$ cat config.mk
export PLATFORM = sky130hd
export DESIGN_NAME = irq_controller
export DESIGN_NICKNAME = d
export VERILOG_FILES = /design/src/rtl/irq_controller.sv
export SDC_FILE = /design/constraint.sdc
export NUM_CORES = 1
export LEC_CHECK = 0
export CAP_MARGIN = 20
export CORE_MARGIN = 4
export CORE_UTILIZATION = 45
export CTS_CLUSTER_SIZE = 30
export DETAILED_ROUTE_END_ITERATION = 8
export GPL_ROUTABILITY_DRIVEN = 0
export GPL_TIMING_DRIVEN = 0
export PLACE_DENSITY_LB_ADDON = 0.08
export SETUP_SLACK_MARGIN = 0.05
export SKIP_LAST_GASP = 1
export SLEW_MARGIN = 30
export SYNTH_ARGS = -nofsm -noshare
export SYNTH_HDL_FRONTEND = slang
export SYNTH_SLANG_ARGS = --single-unit
export TNS_END_PERCENT = 30
$ cat constraint.sdc
create_clock -name clk_i -period 2.6 [get_ports clk_i]
set_input_delay 0.52 -clock clk_i [delete_from_list [all_inputs] [get_ports clk_i]]
set_output_delay 0.52 -clock clk_i [all_outputs]
set_load 0.01 [all_outputs]
$ cat src/rtl/irq_controller.sv
// irq_controller: Z80 IM2 interrupt controller between the peripheral IRQ
// sources and the tv80s int_n input.
//
// Edge-captures up to NUM_SRC requests into PEND, masks them with MASK and
// the global enable GIE, picks the lowest eligible index (index 0 has the
// highest priority) and drives int_n_o. During the CPU acknowledge cycle
// (m1_n and iorq_n both low) it places the IM2 vector on data_o and raises
// int_ack_o until M1 ends. The serviced source stays in ISR until software
// writes EOI.
//
// Optional build macro: IRQ_NESTING_EN
//   defined   - a source may request while only higher-index sources are
//               in service.
//   undefined - no request is raised while any ISR bit is set.
//
// Ports:
//   clk_i       system clock
//   rst_i       synchronous reset, active high
//   wr_n        CPU write strobe, active low
//   m1_n        CPU M1, active low
//   iorq_n      CPU IORQ, active low
//   reg_addr_i  register select (cpu_addr[2:0])
//   data_i      CPU write data
//   intc_cs     chip select from addr_decoder
//   data_o      register read data, or the vector while int_ack_o = 1
//   irq_i       peripheral requests, active high, synchronous to clk_i
//   int_n_o     interrupt request to the CPU, active low
//   int_ack_o   high while the vector is being presented
//
// Registers: 0 PEND (W1C), 1 MASK, 2 VBASE[7:5], 3 CTRL (W: bit7 GIE,
// bit0 EOI; R: {GIE, ~int_n_o, 3'b0, cur_idx}), 4 ISR (RO), 5..7 read 0.
module irq_controller #(
  parameter int NUM_SRC = 8
) (
  input  logic               clk_i,
  input  logic               rst_i,
  input  logic               wr_n,
  input  logic               m1_n,
  input  logic               iorq_n,
  input  logic [2:0]         reg_addr_i,
  input  logic [7:0]         data_i,
  input  logic               intc_cs,
  output logic [7:0]         data_o,
  input  logic [NUM_SRC-1:0] irq_i,
  output logic               int_n_o,
  output logic               int_ack_o
);

  localparam logic [8:0] SRC_TOP  = 9'd1 << NUM_SRC;
  localparam logic [7:0] SRC_MASK = 8'(SRC_TOP - 9'd1);

  typedef enum logic [1:0] {IDLE, REQ, ACK, HOLD} state_t;

  state_t      state_q, state_d;
  logic [7:0]  pend_q, mask_q, isr_q, irq_q, vec_q;
  logic [7:0]  pend_d, isr_d, irq_ext, edges, elig, take_mask, rd_data;
  logic [2:0]  vbase_q, cur_idx;
  logic        gie_q, wr_q, wr_act, wr_pulse, any_elig, found, take;
  logic        int_n_d, ack_d;
  logic [7:0]  vec_d;
  logic        wr_pend, wr_ctrl, wr_eoi;

  // One write per bus access: only the first cycle of a held strobe counts.
  assign wr_act   = intc_cs & ~wr_n;
  assign wr_pulse = wr_act & ~wr_q;
  assign wr_pend  = wr_pulse && (reg_addr_i == 3'd0);
  assign wr_ctrl  = wr_pulse && (reg_addr_i == 3'd3);
  assign wr_eoi   = wr_ctrl && data_i[0];

  always_comb begin
    irq_ext = '0;
    for (int unsigned i = 0; i < NUM_SRC; i++) irq_ext[i] = irq_i[i];
  end

  assign edges = irq_ext & ~irq_q;

`ifdef IRQ_NESTING_EN
  logic [7:0] blk;
  logic       run;

  // blk[i] is set when any in-service bit at index <= i is set.
  always_comb begin
    blk = '0;
    run = 1'b0;
    for (int unsigned i = 0; i < 8; i++) begin
      run    = run | isr_q[i];
      blk[i] = run;
    end
  end

  assign elig = pend_q & mask_q & {8{gie_q}} & ~blk;
`else
  assign elig = pend_q & mask_q & {8{gie_q}} & {8{isr_q == '0}};
`endif

  assign any_elig = |elig;

  always_comb begin
    cur_idx = '0;
    found   = 1'b0;
    for (int unsigned i = 0; i < 8; i++) begin
      if (elig[i] && !found) begin
        cur_idx = 3'(i);
        found   = 1'b1;
      end
    end
  end

  always_comb begin
    state_d = state_q;
    int_n_d = int_n_o;
    ack_d   = int_ack_o;
    vec_d   = vec_q;
    take    = 1'b0;
    case (state_q)
      IDLE: begin
        if (any_elig) begin
          int_n_d = 1'b0;
          state_d = REQ;
        end
      end
      REQ: begin
        if (!any_elig) begin
          int_n_d = 1'b1;
          state_d = IDLE;
        end else if (!m1_n && !iorq_n) begin
          state_d = ACK;
        end
      end
      ACK: begin
        int_n_d = 1'b1;
        ack_d   = 1'b1;
        state_d = HOLD;
        take    = any_elig;
        vec_d   = any_elig ? {vbase_q, 1'b0, cur_idx, 1'b0}
                           : {vbase_q, 5'b10000};
      end
      HOLD: begin
        if (m1_n) begin
          ack_d   = 1'b0;
          state_d = IDLE;
        end
      end
      default: state_d = IDLE;
    endcase
  end

  assign take_mask = take ? (8'd1 << cur_idx) : '0;

  // A new edge overrides a same-cycle W1C or acknowledge clear; EOI
  // (isr & (isr-1) drops the lowest set bit) applies before the ACK set.
  always_comb begin
    pend_d = ((pend_q & ~(wr_pend ? data_i : 8'h00) & ~take_mask) | edges)
             & SRC_MASK;
    isr_d  = (wr_eoi ? (isr_q & (isr_q - 8'd1)) : isr_q) | take_mask;
  end

  always_ff @(posedge clk_i) begin
    if (rst_i) begin
      state_q   <= IDLE;
      pend_q    <= '0;
      mask_q    <= '0;
      isr_q     <= '0;
      irq_q     <= '0;
      vbase_q   <= '0;
      gie_q     <= 1'b0;
      vec_q     <= '0;
      wr_q      <= 1'b0;
      int_n_o   <= 1'b1;
      int_ack_o <= 1'b0;
    end else begin
      state_q   <= state_d;
      pend_q    <= pend_d;
      isr_q     <= isr_d;
      irq_q     <= irq_ext;
      vec_q     <= vec_d;
      wr_q      <= wr_act;
      int_n_o   <= int_n_d;
      int_ack_o <= ack_d;
      if (wr_pulse && (reg_addr_i == 3'd1)) mask_q  <= data_i & SRC_MASK;
      if (wr_pulse && (reg_addr_i == 3'd2)) vbase_q <= data_i[7:5];
      if (wr_ctrl) gie_q <= data_i[7];
    end
  end

  always_comb begin
    rd_data = '0;
    case (reg_addr_i)
      3'd0:    rd_data = pend_q;
      3'd1:    rd_data = mask_q;
      3'd2:    rd_data = {vbase_q, 5'b00000};
      3'd3:    rd_data = {gie_q, ~int_n_o, 3'b000, cur_idx};
      3'd4:    rd_data = isr_q;
      default: rd_data = '0;
    endcase
  end

  assign data_o = int_ack_o ? vec_q : rd_data;

endmodule

==> summary.md <==
| Metric | Value |
|---|---|
| Fin crit share | `104.2%` |
| Via-per-instance ratio | `5.945` |
| Die area | `6947 um^2` |
| Status | `complete, but fails checks` |
| Yosys top cell by area | `dfxtp_1` |
| Final min period | `2.708 ns` |
| Antenna violations before repair | `0` |
| Crit. End Element | `output pin` |
| Hold WS | `between 0.4 and 0.5 ns` |
| Syn Inst Count | `293` |
| Drt pass-1 iters | `5` |
| Failing checks | `setup timing` |
| Final worst slack | `-0.1079 ns` |
| Vias in the first global route | `2335` |
| Number of synthesized register bits | `48` |
| Syn_nets | `323` |
| Post-synth ARST share | `0%` |
| Leakage | `between 1 and 1.5 nW` |
| Final #Nets | `378` |
| Initial core utilization | `46.40%` |
| DP Cell Count | `397` |
| Site row count | `27` |
| Fin cells | `421` |
| Worst hold path type | `register to register` |
| Detailed-route via count | `2503` |
| H-tree levels | `2` |
| Post-synth EDFFs | `0` |
| GRT Residual Overflow | `0` |
| Mean Syn Cell Area | `8.720 um^2` |
| Clk_lat worst skew | `0.31 ns` |
| CP startpoint kind | `input pin` |
| Synth top area share | `37.61%` |
| Setup tns final | `-0.3975 ns` |
| Root Buffer | `clkbuf_8` |
| Ys flop type | `dfxtp_1` |
| CTS tree | `done` |
| Drt drc | `0` |
| Clk slew on worst S/H paths | `around 0.080 ns` |
| Arr. time, crit path | `2.19 ns` |
| Cts bufs inserted | `5` |
| CTS Buffer Depth | `2` |
| Clock Skews | `0.01007 ns` |
| Die X-Extent | `between 80 and 90 um` |
| Post-DP Area | `2965 um^2` |
| Synth area leaders | `dfxtp_1 (38%), mux2i_1 (8.6%), nor2_1 (4.8%)` |
| Max FO, Critical Path | `10` |
| Wire length per cell | `17.62 um` |
| WL final | `7418 um` |
| Max-slew headroom | `around 52%` |
| Port Buffers | `32` |
| Global Route met1 Usage | `between 20 and 30%` |
| Top Ports | `35` |
| Layout cells sized above 1 | `14.90%` |
| CP required | `2.08 ns` |
| Busiest metal layer after global routing | `met2` |
| Clock Sinks | `48` |
| GR Layer Usage met2 | `32.51%` |
| Core ar. | `5507 um^2` |
| Mapped cell area | `~2600 um^2` |
| GRT Util Overall | `21.23%` |
| M3 GR Usage | `3.968%` |
| Power density over the cells | `434.8 nW/um^2` |
| P&R area growth vs syn | `28.11%` |
| Worst Max-Slew Pin Slew | `around 0.72 ns` |
| Final Hold Viols | `0` |
| Yosys warning total | `0` |
| Initial DRC Count | `250` |
| Final max-slew violation count | `0` |
| VDD IR max | `about 250 uV` |
| Antenna Cells | `0` |
| Post-route ant nets | `0` |
| Achievable Freq | `369.3 MHz` |
| Final Setup Violations | `5` |
| Design area | `approximately 3300 um^2` |
| RSZ-0062 raised after global routing | `true` |
| Worst Setup Path Type | `input pin to output pin` |
| Post-DP HPWL | `5141 um` |
| First-pass GRT wire length | `11970 um` |
| Synth cell count leaders | `dfxtp_1 (48), nor2_1 (33), nand2_1 (29)` |
| Dominant cell by count in the synthesized netlist | `dfxtp_1` |
| Largest net degree at the start of global routing | `16` |
| Chip Height | `83.35 um` |
| Max_cap viols | `0` |
| Sequential fraction of the synthesis area | `37.61%` |
| Post-synth cell types | `58` |
==> cell families (layout without fill, tap and decap cells) <==
logic type	Yosys count	count (layout)	share of synthesized area (%)
AO/OA/AOI/OAI	73	73	20.37
buffers and inverters	22	78	3.624
adder cells (fa/ha/maj)	5	5	2.449
multiplexers	25	25	9.941
AND/OR/NAND/NOR	120	120	26.00
flip-flops	48	48	37.61
==> path summary, 6_finish.rpt <==
kind                 startpoint  slack [ns]  cells past startpoint          to
hold / removal       vbase_q[0]        0.48                      2  vbase_q[0]
setup / recovery  reg_addr_i[1]       -0.11                      6   data_o[6]
setup reg to reg       isr_q[3]        0.26                      8   pend_q[7]
hold reg to reg      vbase_q[0]        0.48                      2  vbase_q[0]
==> cell usage in the layout, fill, tap and decap left out, types with 3 or more instances in the layout <==
cell / Yosys / final
dfxtp_1: 48 / 47
nor2_1: 33 / 33
nand2_1: 29 / 28
clkdlybuf4s50_1: 0 / 24
mux2i_1: 22 / 22
a21oi_1: 18 / 18
buf_4: 0 / 16
nor2b_1: 16 / 15
o21ai_0: 11 / 10
clkbuf_1: 9 / 9
inv_1: 8 / 8
nand3_1: 8 / 8
dlygate4sd2_1: 0 / 7
nand2b_1: 6 / 6
a32oi_1: 5 / 5
ha_1: 5 / 5
clkbuf_8: 0 / 5
o21ai_1: 3 / 4
a41o_1: 4 / 4
buf_6: 1 / 3
mux2_2: 3 / 3
o31ai_1: 3 / 3
a22oi_2: 1 / 3
nor4_4: 2 / 3
nand4_1: 3 / 3
a21boi_0: 3 / 3
a311oi_1: 3 / 3
==> final cells by class <==
cell class	instances	area, um^2
Multi-Input combinational cell	223	1593
Sequential cell	48	962.2
Clock buffer	5	68.82
Fill cell	514	2233
Tap cell	72	90.09
Timing Repair Buffer	48	434.2
Clock inverter	3	18.77
Inverter	8	30.03
Buffer	14	76.32
==> critical path, cell delays in order <==
cell	delay, ns
clkbuf_1	0.27
clkbuf_1	0.41
a22oi_1	0.13
o22ai_1	0.17
mux2_2	0.17
clkdlybuf4s50_1	0.52
==> per-layer routing <==
| layer | routed length (um) | share of wire, % | vias to the layer above |
|---|---|---|---|
| li1 | - | - | 1177 |
| met1 | 3391 | 46 | 1184 |
| met2 | 3347 | 45 | 124 |
| met3 | 560 | 7.5 | 18 |
| met4 | 119 | 1.6 | 0 |
| met5 | 0 | 0 | - |
==> repair_timing <==
item                                    CTS  global route
resized for setup                        26             6
endpoints found under the setup margin    8             7
hold buffers                              0             0
buffers inserted                         12             4
pin swaps                                 6             3
==> report_power, final <==
group | internal (W) | switching, W
combinational | 0.0000966 | 0.0000900
clock | 0.000188 | 0.000264
sequential | 0.000759 | 0.0000253
total | 0.00104 | 0.000380
==> flip-flops by register name (all words and copies together) (netlist names), named ones only <==
| name | count |
|---|---|
| vbase_q | 3 |
| wr_q | 1 |
| pend_q | 8 |
| mask_q | 8 |
| irq_q | 8 |
| vec_q | 7 |
| state_q | 1 |
| int_n_o | 1 |
| isr_q | 8 |
| int_ack_o | 1 |
| gie_q | 1 |
==> per-stage QoR <==
stage | worst slack [ns] | total power [W] | util [%]
2_1_floorplan | 0.4875 | 0.0008884 | -
3_3_place_gp | -0.5924 | 0.0009700 | 53.85
3_5_place_dp | -0.5655 | 0.0009713 | 53.85
4_1_cts | -0.2220 | 0.001428 | 58.35
5_1_grt | -0.2679 | 0.001488 | 59.44
6_report | -0.1079 | 0.001423 | 59.44
No activity file was read; power rests on OpenSTA's default activity.
